===== config.mk =====
export PLATFORM = sky130hd
export DESIGN_NAME = gate_vector_seq
export DESIGN_NICKNAME = d
export VERILOG_FILES = /design/src/rtl/gate_vector_seq.sv
export SDC_FILE = /design/constraint.sdc
export NUM_CORES = 1
export LEC_CHECK = 0
export ABC_CLOCK_PERIOD_IN_PS = 6400
export CORE_UTILIZATION = 45
export CTS_BUF_LIST = sky130_fd_sc_hd__clkbuf_2 sky130_fd_sc_hd__clkbuf_4 sky130_fd_sc_hd__clkbuf_8
export DETAILED_ROUTE_END_ITERATION = 8
export PLACE_DENSITY = 0.75
export SKIP_CTS_REPAIR_TIMING = 1
export SLEW_MARGIN = 20
export SYNTH_ARGS = -nofsm -noshare
export SYNTH_HDL_FRONTEND = slang
export SYNTH_SLANG_ARGS = --single-unit

===== constraint.sdc =====
create_clock -name clk -period 6.4 [get_ports clk]
set_input_delay 1.28 -clock clk [delete_from_list [all_inputs] [get_ports clk]]
set_output_delay 1.28 -clock clk [all_outputs]
set_load 0.02 [all_outputs]

===== src/rtl/gate_vector_seq.sv =====
// Stimulus/check stage for a 3-input combinational gate: walks all 8 input
// patterns, samples the gate after a programmable hold and scores each pattern.
module gate_vector_seq #(
  parameter int unsigned HOLD_CYCLES = 10
) (
  input  logic       clk,
  input  logic       rst_n,
  input  logic       start,
  input  logic [2:0] gate_sel,
  input  logic       dut_out,
  output logic       a,
  output logic       b,
  output logic       c,
  output logic       busy,
  output logic       done,
  output logic       pass,
  output logic [3:0] err_cnt,
  output logic [7:0] err_vec
);

  typedef enum logic [1:0] {
    IDLE  = 2'd0,
    APPLY = 2'd1,
    DONE  = 2'd2
  } state_t;

  localparam logic [7:0] HOLD_LAST = 8'(HOLD_CYCLES - 1);

  state_t     state;
  logic [2:0] sel;
  logic [2:0] idx;
  logic [7:0] hcnt;
  logic       expected;
  logic       sel_ok;
  logic       miss;

  // Expected gate response for the latched function at the current pattern.
  always_comb begin
    expected = 1'b0;
    case (sel)
      3'b000:  expected = &idx;
      3'b001:  expected = ~&idx;
      3'b010:  expected = |idx;
      3'b011:  expected = ~|idx;
      3'b100:  expected = ^idx;
      3'b101:  expected = ~^idx;
      default: expected = 1'b0;
    endcase
  end

  assign sel_ok = (gate_sel[2:1] != 2'b11);
  assign miss   = (dut_out != expected);

  always_ff @(posedge clk) begin
    if (!rst_n) begin
      state   <= IDLE;
      sel     <= '0;
      idx     <= '0;
      hcnt    <= '0;
      a       <= 1'b0;
      b       <= 1'b0;
      c       <= 1'b0;
      busy    <= 1'b0;
      done    <= 1'b0;
      pass    <= 1'b0;
      err_cnt <= '0;
      err_vec <= '0;
    end else begin
      case (state)
        IDLE, DONE: begin
          if (start) begin
            sel       <= gate_sel;
            idx       <= '0;
            hcnt      <= '0;
            {a, b, c} <= '0;
            pass      <= 1'b0;
            if (sel_ok) begin
              state   <= APPLY;
              busy    <= 1'b1;
              done    <= 1'b0;
              err_cnt <= '0;
              err_vec <= '0;
            end else begin
              // Reserved function code: report every pattern as failed at once.
              state   <= DONE;
              busy    <= 1'b0;
              done    <= 1'b1;
              err_cnt <= 4'd8;
              err_vec <= '1;
            end
          end
        end
        APPLY: begin
          if (hcnt == HOLD_LAST) begin
            hcnt <= '0;
            if (miss) begin
              err_vec[idx] <= 1'b1;
              err_cnt      <= err_cnt + 4'd1;
            end
            if (idx == 3'd7) begin
              state     <= DONE;
              busy      <= 1'b0;
              done      <= 1'b1;
              {a, b, c} <= '0;
              // Include the final pattern's result, which lands on this same edge.
              pass      <= (err_cnt == 4'd0) && !miss;
            end else begin
              idx       <= idx + 3'd1;
              {a, b, c} <= idx + 3'd1;
            end
          end else begin
            hcnt <= hcnt + 8'd1;
          end
        end
        default: state <= IDLE;
      endcase
    end
  end

endmodule


==> metrics <==
EDFF count, synth=0; endpoints failing setup=0; Crit. End Element=flop; Crit. Startpoint=start; Synth area leader=dfxtp_1; syn_area_per_cell=around 8.6 sq um; vias per inst=around 5.7; maximum VDD drop=130.6 uV; Synth Cell Area=approximately 1800 sq um; Placeable Area=around 3700 sq um; post-layout util=about 57%; Seq/Total Area, Yosys=37.65%; DR WL/cell=about 14 um; vias in the first global route=around 1400; Max Cap Viol=0; layout cell share with drive strength beyond 1=between 6 and 7%; Worst-Margin Slew=approximately 0.85 ns; WHS=approximately 0.47 ns; n_diodes=0; Crit path required time=6.58 ns; Startpoint Class=input pin; Leakage=approximately 0.85 nW; DRT Pass-1 Iters=4; Die W=~65 um; root buffer cell=clkbuf_8; largest cells by area after synthesis=dfxtp_1 (38%), o211a_1 (5.0%), ha_1 (4.8%), o21ai_0 (4.2%), nor2b_1 (3.8%); detailed-route DRC error count=0; RSZ-0062 raised after global routing=no; Tcrit/Tclk final=53.70%; Final Net Count=approximately 240; setup ws final=slightly below 3 ns; clock transition at the registers of the reported paths=roughly 0.070 ns; largest net degree at the start of global routing=38; Vias=between 1500 and 2000; sequential cell area=680.7 sq um; antenna viol nets, final=0; critical path arrival=around 3.6 ns; Async S/R FF share, synth=0%; fmax=about 0.29 GHz; die area=4275 sq um; Crit Path Category=in -> reg; setup TNS=0 ns; share of the synthesized area in the top cell type=37.65%; # IOs=25; Starting Density=around 48%; Detail Placement HPWL=roughly 2.6 mm; first-pass GRT wire length=about 6.5 mm; Area Growth Syn to Fin=18.06%; Initial DRC Count=83; insertion delay to the later sink of the worst-skew pair=roughly 0.28 ns; Port-buffer cells=24; HP Start=busy; Die Height=65.39 um; min Tclk post-route=around 3.4 ns; worst min path class=reg -> reg; cts bufs inserted=5; final max-slew violation count=0; clock tree sinks=34; overall routed net length=~3.9 mm; routability cong.=roughly 0.81; setup skew after layout=roughly 0.0056 ns; total grt overflow=0; Syn Nets=between 200 and 250; Final Hold Vio Count=0; initial antenna violation count=0; Main synth FF type=dfxtp_1; footprint of the multi-input gates=around 1000 sq um; Row Count=22; Global Route Usage Sum=19.93%; post-synthesis cell count=210; DP Worst Slack=between 2 and 3 ns; Ys Warns=0; reg2reg start=state[0]; Max Root-Sink Buffers=2; Rel. slew slack=a little over two fifths; CTS tree=done; Worst Path Max Fanout=24; status=finished clean; #FFs+latches synth=34; H-tree levels=2; PD cells=approximately 230 nW/um^2; fill count=approximately 360; synth unique cells=38
==> logic make-up (layout without fill, tap and decap cells) <==
kind of cell             count (synthesis)  count (layout)  share of synthesized area [%]
AND/OR/NAND/NOR                         86              86                          26.64
AO/OA/AOI/OAI                           61              61                          23.25
adder cells (fa/ha/maj)                  7               7                          4.844
multiplexers                             1               1                         0.5537
buffers and inverters                   18              38                          4.775
XOR/XNOR                                 3               3                          2.284
flip-flops                              34              34                          37.65
==> final timing paths <==
| path | to | slack [ns] | cells after the start |
|---|---|---|---|
| max reg2reg | err_cnt[2] | 3.42 | 6 |
| min reg2reg | busy | 0.47 | 2 |
| max | err_cnt[2] | 2.96 | 7 |
| min | busy | 0.47 | 2 |
==> area by class of cell <==
type	count	share of cell area, %
clock buffers	7	4.220
clock inverters	1	0.2345
inverters	6	1.055
multi-input cells	158	48.77
flip-flops and latches	34	31.89
well taps	48	2.814
repair buffers	24	11.02
==> synth_stat cells (2+ instances only) <==
cell and instances:
dfxtp_1 34, nand2_1 18, o21ai_0 15, nand3_1 12, nor2b_1 11, nor2_1 10, a21boi_0 9, a21oi_1 9
clkbuf_1 9, o211a_1 9, ha_1 7, o211ai_1 7, a31oi_1 6, and3_1 6, inv_1 6, nand2b_1 6
and2_1 4, nor3_1 4, nor3b_1 4, nand4_1 3, buf_6 2, nand3b_1 2, o221a_2 2
==> cell usage in the layout, fill, tap and decap left out, types with 2 or more instances in the layout <==
cell type | synthesis | final
dfxtp_1 | 34 | 34
clkdlybuf4s50_1 | 0 | 23
nand2_1 | 18 | 18
o21ai_0 | 15 | 15
nand3_1 | 12 | 12
nor2b_1 | 11 | 11
nor2_1 | 10 | 10
a21oi_1 | 9 | 9
o211a_1 | 9 | 9
a21boi_0 | 9 | 9
o211ai_1 | 7 | 7
ha_1 | 7 | 7
inv_1 | 6 | 6
nand2b_1 | 6 | 6
a31oi_1 | 6 | 6
and3_1 | 6 | 6
clkbuf_8 | 0 | 6
and2_1 | 4 | 4
nor3_1 | 4 | 4
nor3b_1 | 4 | 4
nand4_1 | 3 | 3
nand3b_1 | 2 | 2
o221a_2 | 2 | 2
==> metrics by stage <==
stage                     std cells  power (mW)  instance area (sq um)
after global placement          270      0.3344                   2044
after floorplan                 210      0.3042                   1808
final                           278      0.4979                   2135
after CTS                       278      0.5038                   2140
after detailed placement        270      0.3356                   2044
after global routing            278      0.5245                   2135
==> state kept, by name (all words and copies together) (netlist names) <==
name     flops
hcnt         8
err_cnt      4
err_vec      8
a            1
sel          3
c            1
done         1
busy         1
pass         1
b            1
idx          3
state        2
==> report_power, final <==
part	internal [mW]	switching [mW]	leakage, nW
combinational	0.0420	0.0550	0.522
clock	0.0910	0.0759	0.0517
sequential	0.224	0.0105	0.277
total	0.356	0.141	0.851
==> worst max-delay path: stages <==
cell             delay, ns
clkdlybuf4s50_1       0.51
nor2b_1               0.33
a41oi_1               0.16
o21bai_1              0.29
nor3_4                0.64
a21boi_0              0.19
o21a_1                0.22
==> per-layer routing <==
| metal | up-vias | track usage [%] | routed length (um) | part of all wire [%] |
|---|---|---|---|---|
| met5 | - | 0 | 0 | 0 |
| met4 | 0 | 8.152 | 66 | 1.7 |
| met3 | 7 | 4.167 | 146 | 3.7 |
| met2 | 34 | 30.03 | 1645 | 42 |
| met1 | 732 | 27.43 | 2036 | 52 |
| li1 | 799 | - | - | - |
Power figures use the tool's default switching activity.
